### config.mk
export PLATFORM = sky130hd
export DESIGN_NAME = font_rom_arbiter
export DESIGN_NICKNAME = d
export VERILOG_FILES = /design/src/rtl/font_rom_arbiter_pkg.sv /design/src/rtl/font_rom_arbiter_rr_pick.sv /design/src/rtl/font_rom_arbiter.sv
export SDC_FILE = /design/constraint.sdc
export NUM_CORES = 1
export LEC_CHECK = 0
export BUFFER_PORTS_ARGS = -buffer_cell sky130_fd_sc_hd__buf_2
export CAP_MARGIN = 20
export CELL_PAD_IN_SITES_DETAIL_PLACEMENT = 0
export CELL_PAD_IN_SITES_GLOBAL_PLACEMENT = 1
export CORE_MARGIN = 4
export CORE_UTILIZATION = 30
export DETAILED_ROUTE_END_ITERATION = 8
export PLACE_DENSITY_LB_ADDON = 0.1
export SYNTH_ARGS = -nofsm -noshare
export SYNTH_HDL_FRONTEND = slang
export SYNTH_SLANG_ARGS = --single-unit
### constraint.sdc
create_clock -name clk -period 7.9 [get_ports clk]
set_clock_uncertainty 0.1 [all_clocks]
set_input_delay 0.395 -clock clk [delete_from_list [all_inputs] [get_ports clk]]
set_output_delay 0.395 -clock clk [all_outputs]
set_load 0.02 [all_outputs]
### src/rtl/font_rom_arbiter_pkg.sv
// Shared constants for the text-overlay path: font ROM geometry and the default
// number of overlay requesters sharing the ROM. Used by the text modules,
// font_rom and font_rom_arbiter.
package font_rom_arbiter_pkg;

    // Font ROM address is {char[6:0], row[3:0]}.
    localparam int FONT_AW   = 11;
    // One 8-pixel row of a glyph per ROM word.
    localparam int FONT_DW   = 8;
    // Default number of overlay requesters.
    localparam int FONT_NREQ = 4;

    // Width of a requester index; kept at least 1 so a single-requester
    // build still has a legal vector.
    function automatic int idx_width(input int n);
        return (n > 1) ? $clog2(n) : 1;
    endfunction

endpackage

### src/rtl/font_rom_arbiter_rr_pick.sv
// rr_pick: combinational round-robin priority picker.
// The search starts one past the previous winner and wraps, so the requester
// just served has the lowest priority next time.
//
// Ports:
//   req_i  NREQ  request vector
//   ptr_i  IW    index of the previous winner
//   gnt_o  NREQ  one-hot winner (all zero when nothing requests)
//   idx_o  IW    index of the winner (0 when nothing requests)
//   any_o  1     at least one request present
module rr_pick
    import font_rom_arbiter_pkg::*;
#(
    parameter int NREQ = FONT_NREQ,
    parameter int IW   = idx_width(NREQ)
) (
    input  logic [NREQ-1:0] req_i,
    input  logic [IW-1:0]   ptr_i,
    output logic [NREQ-1:0] gnt_o,
    output logic [IW-1:0]   idx_o,
    output logic            any_o
);

    logic [IW-1:0] cand;

    always_comb begin
        // NOTE: every output gets a default before the search so no path
        // leaves a variable unassigned, which would infer a latch.
        gnt_o = '0;
        idx_o = '0;
        any_o = 1'b0;
        cand  = '0;
        // Offsets 1..NREQ visit every requester once, ending on the previous
        // winner itself, which is therefore only picked when it is alone.
        for (int off = 1; off <= NREQ; off++) begin
            cand = IW'((int'(ptr_i) + off) % NREQ);
            if (!any_o && req_i[cand]) begin
                any_o       = 1'b1;
                gnt_o[cand] = 1'b1;
                idx_o       = cand;
            end
        end
    end

endmodule

### src/rtl/font_rom_arbiter.sv
// font_rom_arbiter: shares one synchronous font ROM between NREQ text-overlay
// requesters, one access per cycle, round-robin.
//
// Pipeline:
//   edge N   : winner picked, gnt pulses, rom_addr loaded
//   edge N+1 : ROM returns its word, rd_valid/rd_id mark the owner
//
// Ports:
//   clk       pixel clock
//   reset_n   asynchronous active-low reset
//   req       per-requester level request, held until granted
//   req_addr  packed addresses, requester i at [i*AW +: AW]
//   gnt       registered one-hot grant pulse
//   rom_addr  registered address to font_rom
//   rom_data  font_rom read word (one cycle after rom_addr)
//   rd_valid  rd_data/rd_id valid this cycle
//   rd_id     owner of rd_data
//   rd_data   rom_data passed straight through
module font_rom_arbiter
    import font_rom_arbiter_pkg::*;
#(
    parameter int  NREQ = FONT_NREQ,
    parameter int  AW   = FONT_AW,
    localparam int IW   = idx_width(NREQ)
) (
    input  logic                 clk,
    input  logic                 reset_n,
    input  logic [NREQ-1:0]      req,
    input  logic [NREQ*AW-1:0]   req_addr,
    output logic [NREQ-1:0]      gnt,
    output logic [AW-1:0]        rom_addr,
    input  logic [FONT_DW-1:0]   rom_data,
    output logic                 rd_valid,
    output logic [IW-1:0]        rd_id,
    output logic [FONT_DW-1:0]   rd_data
);

    // Stage 1: grant and address; last_q is the round-robin pointer.
    logic [NREQ-1:0] gnt_q, gnt_d;
    logic [AW-1:0]   rom_addr_q, rom_addr_d;
    logic [IW-1:0]   last_q, last_d;
    // Stage 2: ownership of the word coming back from the ROM.
    logic            rd_valid_q, rd_valid_d;
    logic [IW-1:0]   rd_id_q, rd_id_d;

    logic [NREQ-1:0] pick_oh;
    logic [IW-1:0]   pick_idx;
    logic            pick_any;
    logic [AW-1:0]   sel_addr;

    rr_pick #(
        .NREQ (NREQ),
        .IW   (IW)
    ) u_pick (
        .req_i (req),
        .ptr_i (last_q),
        .gnt_o (pick_oh),
        .idx_o (pick_idx),
        .any_o (pick_any)
    );

    // One-hot address mux: OR of the winner's slice.
    always_comb begin
        sel_addr = '0;
        for (int i = 0; i < NREQ; i++) begin
            if (pick_oh[i]) begin
                sel_addr = sel_addr | req_addr[i*AW +: AW];
            end
        end
    end

    always_comb begin
        gnt_d      = '0;
        rom_addr_d = rom_addr_q;
        last_d     = last_q;
        if (pick_any) begin
            gnt_d      = pick_oh;
            rom_addr_d = sel_addr;
            last_d     = pick_idx;
        end
        // last_q was loaded on the same edge as gnt_q, so while gnt_q is
        // non-zero it already holds the encoded grant.
        rd_valid_d = |gnt_q;
        rd_id_d    = rd_valid_d ? last_q : '0;
    end

    always_ff @(posedge clk or negedge reset_n) begin
        if (!reset_n) begin
            // NOTE: state registers use non-blocking assignments so every
            // register samples pre-edge values, independent of statement order.
            gnt_q      <= '0;
            rom_addr_q <= '0;
            last_q     <= IW'(NREQ - 1);
            rd_valid_q <= 1'b0;
            rd_id_q    <= '0;
        end else begin
            gnt_q      <= gnt_d;
            rom_addr_q <= rom_addr_d;
            last_q     <= last_d;
            rd_valid_q <= rd_valid_d;
            rd_id_q    <= rd_id_d;
        end
    end

    assign gnt      = gnt_q;
    assign rom_addr = rom_addr_q;
    assign rd_valid = rd_valid_q;
    assign rd_id    = rd_id_q;
    assign rd_data  = rom_data;

endmodule

-- After elaboration in Yosys (flattened, before gate mapping)
Index checks and enable logic that the tools add are counted.
Widths: inputs -> output; s select.
- magnitude comparators: 8
- multiplexer cells: 34
- bitwise logic cells: 6
- reductions and logical operators: 11
- add/sub/neg operators: 4
- operator list (operator ; number):
    $mux 11 ; 4
    $or 11x11->11 ; 3
    $mux 4 ; 5
    $lt 2x3->1 const B ; 4
    $mux 1 ; 12
    $or 4x4->4 ; 3
    $mux 2 ; 5
    $bmux 1 s2 ; 4
    $demux 1 s2 ; 4
    $ge 2x1->1 const B ; 4
    $logic_and 1x1->1 ; 7
    $add 2x1->2 const B ; 2
    $add 2x2->2 const B ; 2
    $reduce_or 4->1 ; 1
    $logic_not 1->1 ; 3
- input port bits: 58
- output and inout bits: 26
- bits in registers: 20

-- Logic depth before layout (Yosys ltp)
Gate-level depths: netlist of run 1.
- word-level depth: 20
- gate-level depth with buffers: 11
- mapped depth without buffers: 8

-- Hierarchy
A second synthesis of run 1 with hierarchy kept.
- cell total of the unflattened synthesis: 157
- area total of the unflattened synthesis: 1501.4 um^2
- modules (own cells, without submodules) (module ; times used ; area an instance (um^2) ; cells an instance ; sequential area each (um^2)):
    font_rom_arbiter ; 1 ; 975.9 ; 89 ; 503.0
    rr_pick ; 1 ; 525.5 ; 68 ; 0.0

-- Worst setup path after synthesis of run 1
No wires, ideal clock.
- path type: reg-to-reg
- from: register last_q[1]
- to: register rom_addr_q[0] (netlist: rom_addr[0])
- stages on the path, launching flop included: 12
- data arrival time: 2583 ps
- setup time: 131 ps
- path slack: 5086 ps
- required time: 7669 ps
- path through: dfstp_2 buf_2 inv_1 ha_1 buf_2 mux2i_1 o22ai_1 a2111oi_4 a21oi_1 buf_6 a22oi_1 a31oi_1
- word-level cells in the longest chain between the ends: 20
- elaborated cells between the ends (all ways): 56
- classes of those cells: add/sub (4); order compare (8); mux (28); bitwise (6); reduce/logical (10)
- RTL lines (item ; RTL line ; text):
    from (decl) ; font_rom_arbiter.sv:41 ; logic [IW-1:0] last_q, last_d;
    from (signal assigned) ; font_rom_arbiter.sv:93 ; last_q <= IW'(NREQ - 1);
    from (signal assigned) ; font_rom_arbiter.sv:99 ; last_q <= last_d;
    branches (longest 20 deep; another with $lt 2x3->1) ; - ;
    to (signal assigned) ; font_rom_arbiter.sv:98 ; rom_addr_q <= rom_addr_d;
    to (decl) ; font_rom_arbiter.sv:40 ; logic [AW-1:0] rom_addr_q, rom_addr_d;
Several ways; the timed one is not identified. The select of a mux whose other input is x is not followed.
A chain may end at the register's enable or synchronous reset.

-- Final worst setup path of run 1
- from: register last_q[0]
- to: register rom_addr_q[1] (netlist: rom_addr[1])
Same word-level chain as after synthesis.

==> impl_metrics.py, run 1 <==
metrics = {
    "outcome": {
        "status": "complete, no violations",
    },
    "clock_network": {
        "cts_tree": "done",
        "htree_num_levels": 1,
        "clkSlewWorstSetupHoldPaths_ns": 0.08,
        "root_buffer": "clkbuf_8",
        "cts_buffer_depth": 2,
        "cts_resized": 0,
        "clock_latency_ns": 0.26,
        "cts_buffers": 3,
        "cts.sinks": 20,
    },
    "global_routing": {
        "gr-max-usage-layer": "met2",
        "overflow": 0,
        "grt_use_met2": 0.267,
        "met1_usage": 0.206,
        "grt.total_usage": 0.155,
        "antenna_found_initial": 0,
        "grt_first_pass_wirelength_um": 8760,
        "grtUsageMet3": 0.0306,
        "grt_start_max_net_pins": 22,
        "grt_pass1_vias": 1696,
    },
    "synthesis": {
        "yosys_warnings": 0,
        "synth-seq-cells": 20,
        "synthDistinctLibCells": 35,
        "synthArstFlopShare": 1.00,
        "synth_edf_count": 0,
        "yosysTopAreaCell": "dfrtp_1",
        "synthCells": 189,
        "synth.yosys.seq_area_share": 0.293,
        "syn_area_um2": 1720,
        "synthTopCellsByArea": "dfrtp_1, a22oi_1, a222oi_1, nand2_1, ha_1",
        "synth_top_area_share": 0.263,
        "synth_area_per_cell_um2": 9.08,
        "syn_nets": 254,
        "ys.flop_type": "dfrtp_1",
    },
    "job": {
        "maxCapViolCount": 0,
    },
    "sta": {
        "fin_crit_sh": 0.451,
        "drv_slew": 0,
        "relSlewSlack": 0.286,
        "setup_viol": 0,
        "setup_tns_ns": 0,
        "grt_setup_unrepaired": "no",
        "finalHoldViolations": 0,
        "holdWs_ns": 0.278,
        "setup_ws_ns": 4.34,
        "tightestPinTransition_ns": 1.07,
        "min_period_ns": 3.56,
        "clock.fmax_ghz": 0.281,
    },
    "setup_path": {
        "reg2reg_depth": 8,
        "reg2reg_slack_ns": 4.34,
        "arrival_ns": 3.64,
        "cp_max_fo": 21,
        "critPathKind": "flip-flop to flip-flop",
        "crit_required_ns": 7.98,
        "critPathLaunchType": "flip-flop",
        "cp-end-kind": "flip-flop",
    },
    "routing": {
        "wl_per_cell_um": 17.8,
        "routed_wl_um": 5550,
        "vias": 1635,
        "dr.pass1.iters": 5,
        "via_per_inst": 5.24,
        "drcViolationCount": 0,
        "antenna_left": 0,
        "drt_iter0_drc": 182,
    },
    "floorplanning": {
        "dieArea_um2": 6990,
        "die_h_um": 83.6,
        "die_w_um": 83.6,
        "initial_core_util": 0.310,
        "rows": 27,
        "io_pins": 84,
        "core_um2": 5540,
    },
    "final_layout": {
        "antenna_cells": 0,
        "area.growth.synth_to_final_pct": 21.1,
        "layout.cells.non_filler": 312,
        "drive_gt1_frac": 0.388,
        "finalNetCount": 306,
        "design_area_um2": 2080,
    },
    "placement": {
        "dp_cells": 307,
        "pre_cts_ws_ns": 4.31,
        "dpl_cell_area_um2": 2000,
        "gp_congestion": 0.768,
        "port_buffers": 67,
        "hpwl_um": 3930,
    },
    "pwr": {
        "power_leakage_nw": 0.931,
        "p_per_area_nw_per_um2": 527,
        "ir_worst_vdd_v": 0.000165,
    },
    "hold_path": {
        "whs_path_depth": 3,
        "hold_class": "input pin to flip-flop",
    },
}
## critical path, cell delays in order, from the launching register on
cell     delay (ns)
dfstp_2        0.77
inv_1          0.24
ha_1           0.48
mux4_2         0.49
or2_4          0.31
nor2_4         0.33
a32o_2         0.46
nand2_1        0.10
a31oi_1        0.19
## kinds of logic (layout without fill, tap and decap cells)
family | count (synthesis) | after routing | share of synthesized area
muxes | 10 | 10 | 0.0810
DFF | 20 | 20 | 0.293
AOI/OAI and AO/OA | 67 | 67 | 0.306
buffers and inverters | 29 | 80 | 0.106
xor gates and xnor gates | 1 | 1 | 0.00511
and+or+nand+nor | 55 | 55 | 0.157
adders and majority gates | 7 | 7 | 0.0511
## cell usage after synthesis, types with 2 or more instances
library cell and instances:
a211oi_1 2, a21o_1 3, a21oi_1 4, a222oi_1 11, a22oi_1 23, a31oi_1 11, buf_2 5, buf_4 8
buf_6 5, clkbuf_1 5, dfrtp_1 18, dfstp_2 2, ha_1 7, inv_1 6, mux2i_1 6, mux4_2 3
nand2_1 27, nand2b_1 4, nor2_1 7, nor2_2 10, o22ai_1 8
## final cells by class
type	instances	area, um^2
Fill cell	591	3460
Multi-Input combinational cell	140	1030
Sequential cell	20	503
Timing Repair Buffer	70	360
Tap cell	72	90.1
Clock buffer	3	41.3
Clock inverter	1	30.0
Inverter	6	22.5
## metrics by stage
step	util	power [mW]
finish	0.375	1.09
global route	0.375	1.19
CTS	0.375	1.10
detailed placement	0.360	0.998
global placement	0.360	1.00
floorplan	-	0.828
## sequential cells by signal, indices dropped and copies added, names as in the netlist
signal,cells
rd_id,2
rom_addr,11
last_q,2
rd_valid,1
gnt,4
## cell usage in the layout, fill, tap and decap left out, types with 7 or more instances in the layout
cell / count
a22oi_1: 23
o22ai_1: 8
a222oi_1: 11
dfrtp_1: 18
buf_2: 67
ha_1: 7
nor2_1: 7
a31oi_1: 11
nand2_1: 27
nor2_2: 10
## timing repair
item	4_1_cts	5_1_grt
hold buffers	1	0
endpoints found under the hold margin	11	0
buffers inserted	0	0
## report_power, final
group	internal (mW)	switching [mW]	leakage, nW
Combinational	0.306	0.466	0.668
Sequential	0.167	0.0534	0.228
Clock	0.0676	0.0346	0.0357
Total	0.540	0.554	0.931
## path summary, 6_finish.rpt
| kind | from | endpoint |
|---|---|---|
| min in group asynchronous | reset_n | rom_addr[3] |
| worst min register to register | gnt[3] | rd_valid |
| worst max register to register | last_q[0] | rom_addr[1] |
| worst max-delay path | last_q[0] | rom_addr[1] |
| worst min-delay path | req_addr[28] | rom_addr[6] |
| max in group asynchronous | reset_n | last_q[0] |
## layer usage
layer  up-vias  part of all wire
met5         -                 0
met4         0            0.0074
met3         8             0.065
met2        70              0.48
met1       741              0.45
li1        816                 -
(Power assumes the default switching activity.)
==> inputs of run 2 (changes only) <==
Settings changed: ABC_AREA set to 1, CORE_UTILIZATION 30 to 29.
Clock period 7.9 ns to 3.6 ns, I/O delays scaled along.
==> impl_metrics.py, run 2 <==
metrics = {
    "setup_path": {
        "r2r_end": "rom_addr[3]",
        "cp.depth": 12,
        "reg2reg_slack_ns": 0.99,
        "worstPathCellList": "inv_2 -> ha_1 -> inv_1 -> nand3_2 -> nand2_4 -> nor2_2 -> a21boi_1 -> nand3_2 -> nand2_1 -> nand2_1 -> nor2_1 -> nand2_1",
        "crit_required_ns": 3.66,
        "path_buf_inv": 2,
        "reg2reg_depth": 12,
        "critPathKind": "flip-flop to flip-flop",
        "rr_startpoint": "last_q[0]",
        "crit_top_cell": "nand2_1",
        "critPathLaunchType": "flip-flop",
        "crit_start": "last_q[0]",
        "arrival_ns": 2.67,
        "critical-path-top-delay-family": "simple AND/OR/NAND/NOR gates",
        "critical_path.slowest_cell": "dfstp_2",
        "cp-end-kind": "flip-flop",
        "cp-endpoint": "rom_addr[3]",
        "cp_max_fo": 12,
        "cpPeakStageDelay_ns": 0.63,
    },
    "synthesis": {
        "yosys_warnings": 0,
        "yosysTopAreaCell": "dfrtp_1",
        "synth.yosys.seq_area_share": 0.342,
        "synth_fa_ha_area_frac": 0.0595,
        "yosysMostFrequentCell": "nand2_1",
        "synth_edf_count": 0,
        "synthArstFlopShare": 1.00,
        "synthTopCellsByArea": "dfrtp_1, nand2_1, ha_1, buf_4, dfstp_2",
        "synthXorXnorAreaFrac": 0.00595,
        "synth_area_per_cell_um2": 7.14,
        "synth_top_area_share": 0.306,
        "synth-seq-cells": 20,
        "synth_compound_area_frac": 0.0493,
        "ys.flop_type": "dfrtp_1",
        "syn_area_um2": 1470,
        "synth.area.mux_share": 0,
        "synthCells": 206,
        "yosys.area_share.simple": 0.448,
        "synth_common_cells": "nand2_1, dfrtp_1, nor2_1",
        "syn_nets": 271,
        "synthDistinctLibCells": 26,
        "synth_top_family_by_area": "simple AND/OR/NAND/NOR gates",
    },
    "hold_path": {
        "hold_path.startpoint": "req_addr[7]",
        "hold_class": "input pin to flip-flop",
    },
    "floorplanning": {
        "initial_core_util": 0.305,
        "rows": 25,
        "dieArea_um2": 6280,
        "core_um2": 4820,
        "die_w_um": 79.2,
        "die_h_um": 79.2,
        "io_pins": 84,
    },
    "global_routing": {
        "grt_start_max_net_pins": 21,
        "antenna_found_initial": 0,
        "overflow": 0,
        "grt.total_usage": 0.138,
        "grt_first_pass_wirelength_um": 6850,
        "grt_pass1_vias": 1419,
    },
    "sta": {
        "min_period_ns": 2.61,
        "setup_tns_ns": 0,
        "fin_crit_sh": 0.726,
        "drv_slew": 0,
        "tightestPinTransition_ns": 0.501,
        "relSlewSlack": 0.663,
        "grt_setup_unrepaired": "no",
        "finalHoldViolations": 0,
        "setup_viol": 0,
        "clock.fmax_ghz": 0.382,
        "holdWs_ns": 0.0806,
    },
    "clock_network": {
        "cts_buffers": 3,
        "root_buffer": "clkbuf_8",
        "htree_num_levels": 1,
        "cts.sinks": 20,
        "clkSlewWorstSetupHoldPaths_ns": 0.08,
        "cts_tree": "done",
        "cts_resized": 0,
        "clock_latency_ns": 0.26,
        "post_cts_buffers": 0,
        "cts_buffer_depth": 2,
    },
    "final_layout": {
        "finalNetCount": 332,
        "final_cell_mix": "nand2_1, buf_2, dfrtp_1",
        "antenna_cells": 0,
        "layout_commonest_cell": "nand2_1",
        "drive_gt1_frac": 0.342,
        "area.growth.synth_to_final_pct": 25.9,
        "largest_register_ffs": 11,
    },
    "routing": {
        "wl_per_cell_um": 12.8,
        "vias": 1461,
        "wl_met1_um": 2030,
        "met3_length_um": 284,
        "drt_iter0_drc": 70,
        "routed.top_layer": "met4",
        "drcViolationCount": 0,
        "dr.pass1.iters": 4,
        "via_per_inst": 4.39,
        "wl_met2_um": 1890,
        "routed_wl_um": 4280,
        "antenna_left": 0,
    },
    "outcome": {
        "status": "complete, no violations",
    },
    "pwr": {
        "power_leakage_nw": 1.08,
        "p_per_area_nw_per_um2": 1130,
        "ir_worst_vdd_v": 0.000319,
    },
    "job": {
        "maxCapViolCount": 0,
    },
    "placement": {
        "port_buffers": 67,
        "gp_congestion": 0.790,
        "hpwl_um": 3240,
    },
}
==> run 2: changes by cell type after synthesis, moves of 6 or more <==
cell      delta
nand2_1     +81
a22oi_1     -23
a222oi_1    -11
a31oi_1     -11
nor2_2       -9
o22ai_1      -8
nor2_1       +7
mux2i_1      -6
==> run 2: worst register-to-register path, stage by stage (launching register included) <==
cell and delay [ns]:
dfstp_2 0.63, inv_2 0.14, ha_1 0.39, inv_1 0.11
nand3_2 0.14, nand2_4 0.12, nor2_2 0.07, a21boi_1 0.18
nand3_2 0.29, nand2_1 0.14, nand2_1 0.05, nor2_1 0.10
nand2_1 0.06
==> run 2: worst min path at each step <==
stage                        to  slack (ns)  cells after the start
global route        rom_addr[8]         0.1                      5
floorplan                gnt[0]       -0.22                      0
detailed placement  rom_addr[3]        0.08                      1
CTS                 rom_addr[7]        0.08                      5
finish              rom_addr[7]        0.08                      5
global placement       rd_valid        0.08                      1
==> run 2: per-stage QoR <==
| step | instance area [um^2] | util | std cells | setup WS, ns | total power, mW |
|---|---|---|---|---|---|
| after global placement | 1790 | 0.371 | 328 | 0.946 | 1.95 |
| after CTS | 1850 | 0.385 | 333 | 0.946 | 2.12 |
| after global routing | 1850 | 0.385 | 333 | 0.683 | 2.34 |
| after floorplan | 1470 | - | 206 | 1.35 | 1.64 |
| after detailed placement | 1790 | 0.371 | 328 | 0.954 | 1.93 |
| final | 1850 | 0.385 | 333 | 0.985 | 2.09 |
==> run 2: report_power, final <==
| part | switching [mW] | internal, mW |
|---|---|---|
| registers | 0.0696 | 0.365 |
| clock network | 0.0831 | 0.0976 |
| logic | 0.998 | 0.479 |
==> run 2: cell families after synthesis <==
family                     after synthesis
DFF                                     20
buffers and inverters                   21
adders and majority gates                7
xor gates and xnor gates                 1
and+or+nand+nor                        148
AOI/OAI and AO/OA                        9
==> run 2: what timing repair did <==
item                                    4_1_cts  5_1_grt
hold buffers                                  1        0
hold endpoints to repair                     18        0
endpoints found under the setup margin        0        0
==> run 2: layout make-up <==
cell class                      count  area, um^2
Clock buffer                        4        55.1
Fill cell                         550        2960
Inverter                            8        30.0
Multi-Input combinational cell    165         828
Sequential cell                    20         503
Tap cell                           67        83.8
Timing Repair Buffer               69         353
==> run 2: metal layers <==
| metal | GRT usage | vias to the layer above |
|---|---|---|
| met5 | 0 | - |
| met4 | 0.0464 | 0 |
| met3 | 0.0272 | 15 |
| met2 | 0.216 | 43 |
| met1 | 0.190 | 640 |
| li1 | - | 763 |
==> inputs of run 3 (changes only) <==
Settings changed: ABC_AREA 1 to 0, CORE_UTILIZATION 29 to 30.
Clock period 3.6 ns to 2.1 ns, I/O delays scaled along.
==> impl_metrics.py, run 3 (synthesized netlist as in run 1, its figures left out) <==
metrics = {
    "floorplanning": {
        "io_pins": 84,
        "initial_core_util": 0.310,
        "die_w_um": 83.6,
        "core_um2": 5540,
        "die_h_um": 83.6,
        "dieArea_um2": 6990,
        "rows": 27,
    },
    "pwr": {
        "power_leakage_nw": 1.15,
        "p_per_area_nw_per_um2": 2030,
        "finalPower_mw": 5.34,
        "ir_worst_vdd_v": 0.000848,
    },
    "placement": {
        "gp_congestion": 0.814,
        "dp_cells": 334,
        "hpwl_um": 4290,
        "dpl_cell_area_um2": 2280,
        "port_buffers": 67,
    },
    "setup_path": {
        "reg2reg_slack_ns": -0.44,
        "critical_path.slowest_cell": "dfstp_2",
        "crit_required_ns": 2.18,
        "arrival_ns": 2.62,
        "cp-end-kind": "flip-flop",
        "worstPathCellList": "clkinvlp_4 -> ha_4 -> mux4_2 -> or2_4 -> nor2_4 -> a32o_2 -> nand2_1 -> a31oi_1",
        "crit_start": "last_q[0]",
        "critPathKind": "flip-flop to flip-flop",
        "r2r_end": "rom_addr[10]",
        "cp-endpoint": "rom_addr[10]",
        "cp_max_fo": 6,
        "cpPeakStageDelay_ns": 0.57,
        "reg2reg_depth": 8,
        "rr_startpoint": "last_q[0]",
        "critPathLaunchType": "flip-flop",
    },
    "final_layout": {
        "seqCellArea_um2": 503,
        "multi_input_area_um2": 1220,
        "drive_gt1_frac": 0.532,
        "design_area_um2": 2630,
        "nFillCells": 548,
        "layout.cells.non_filler": 354,
        "finalNetCount": 348,
        "largest_register_ffs": 11,
        "final_cell_mix": "buf_2, nand2_1, buf_4",
        "layout_commonest_cell": "buf_2",
        "antenna_cells": 0,
        "area.growth.synth_to_final_pct": 53.2,
    },
    "routing": {
        "routed_wl_um": 6110,
        "vias": 1863,
        "wl_met2_um": 2860,
        "dr.pass1.iters": 8,
        "via_per_inst": 5.26,
        "met3_length_um": 428,
        "drcViolationCount": 0,
        "drt_iter0_drc": 178,
        "wl_met1_um": 2760,
        "routed.top_layer": "met4",
        "antenna_left": 0,
        "wl_per_cell_um": 17.3,
    },
    "clock_network": {
        "root_buffer": "clkbuf_8",
        "cts_buffers": 3,
        "htree_num_levels": 1,
        "cts_tree": "done",
        "cts.sinks": 20,
        "clkSlewWorstSetupHoldPaths_ns": 0.08,
        "cts_buffer_depth": 2,
        "clock_latency_ns": 0.26,
    },
    "hold_path": {
        "hold_class": "input pin to flip-flop",
    },
    "global_routing": {
        "grt.total_usage": 0.179,
        "grt_first_pass_wirelength_um": 10200,
        "grt_pass1_vias": 1948,
        "grt_start_max_net_pins": 21,
        "antenna_found_initial": 0,
        "overflow": 0,
    },
    "sta": {
        "tightestPinTransition_ns": 0.526,
        "holdWs_ns": -0.000363,
        "grt_setup_unrepaired": "yes",
        "finalHoldViolations": 1,
        "setup_viol": 17,
        "min_period_ns": 2.54,
        "setup_ws_ns": -0.435,
        "relSlewSlack": 0.646,
        "fin_crit_sh": 1.21,
        "clock.fmax_ghz": 0.394,
        "drv_slew": 0,
    },
    "job": {
        "maxCapViolCount": 0,
    },
    "outcome": {
        "status": "complete, but fails checks",
        "failed_checks": "hold timing, setup timing",
    },
}
==> run 3: final cells by class <==
| type | count | share of cell area |
|---|---|---|
| timing repair buffer | 109 | 0.272 |
| sequential | 20 | 0.191 |
| inverter | 6 | 0.0100 |
| clock inverter | 1 | 0.0114 |
| clock buffer | 3 | 0.0157 |
| multi-input combinational | 143 | 0.465 |
| tap | 72 | 0.0343 |
==> run 3: report_power, final <==
group / total [mW] / leakage, nW / switching (mW) / internal [mW]
Sequential: 0.731 / 0.228 / 0.107 / 0.624
Combinational: 4.21 / 0.884 / 2.27 / 1.95
Clock: 0.397 / 0.0357 / 0.142 / 0.254
==> run 3: through the flow <==
step / TNS (ns) / utilization / worst slack (ns)
floorplan: -8.21 / - / -0.581
global placement: -7.18 / 0.412 / -0.502
detailed placement: -7.23 / 0.412 / -0.499
CTS: -6.08 / 0.465 / -0.415
global route: -8.16 / 0.474 / -0.572
finish: -6.10 / 0.474 / -0.435
==> run 3: critical path, delay by kind of cell (launching register included) <==
kind | cells | cell delay, ns
buffers and inverters | 1 | 0.10
AOI/OAI and AO/OA | 2 | 0.47
DFF | 1 | 0.57
and+or+nand+nor | 3 | 0.53
adders and majority gates | 1 | 0.33
muxes | 1 | 0.36
==> run 3: worst min-delay path by stage <==
stage / startpoint / endpoint / depth (start not counted)
after floorplan: reset_n / gnt[0] / 0
after global placement: reset_n / rom_addr[6] / 1
after detailed placement: reset_n / rom_addr[6] / 1
after CTS: req_addr[32] / rom_addr[10] / 3
after global routing: req_addr[32] / rom_addr[10] / 3
final: req_addr[30] / rom_addr[8] / 3
==> run 3: metal layers <==
layer	track usage	vias up
met3	0.0286	10
li1	-	909
met2	0.298	75
met5	0	-
met4	0.0380	0
met1	0.243	869
==> run 3: what timing repair did <==
| item | 4_1_cts | 5_1_grt |
|---|---|---|
| endpoints found under the setup margin | 17 | 17 |
| cloned | 3 | 0 |
| resized for setup | 17 | 10 |
| hold endpoints to repair | 27 | 0 |
| pin swaps | 17 | 9 |
| setup buffers | 3 | 2 |
| hold buffers | 10 | 0 |
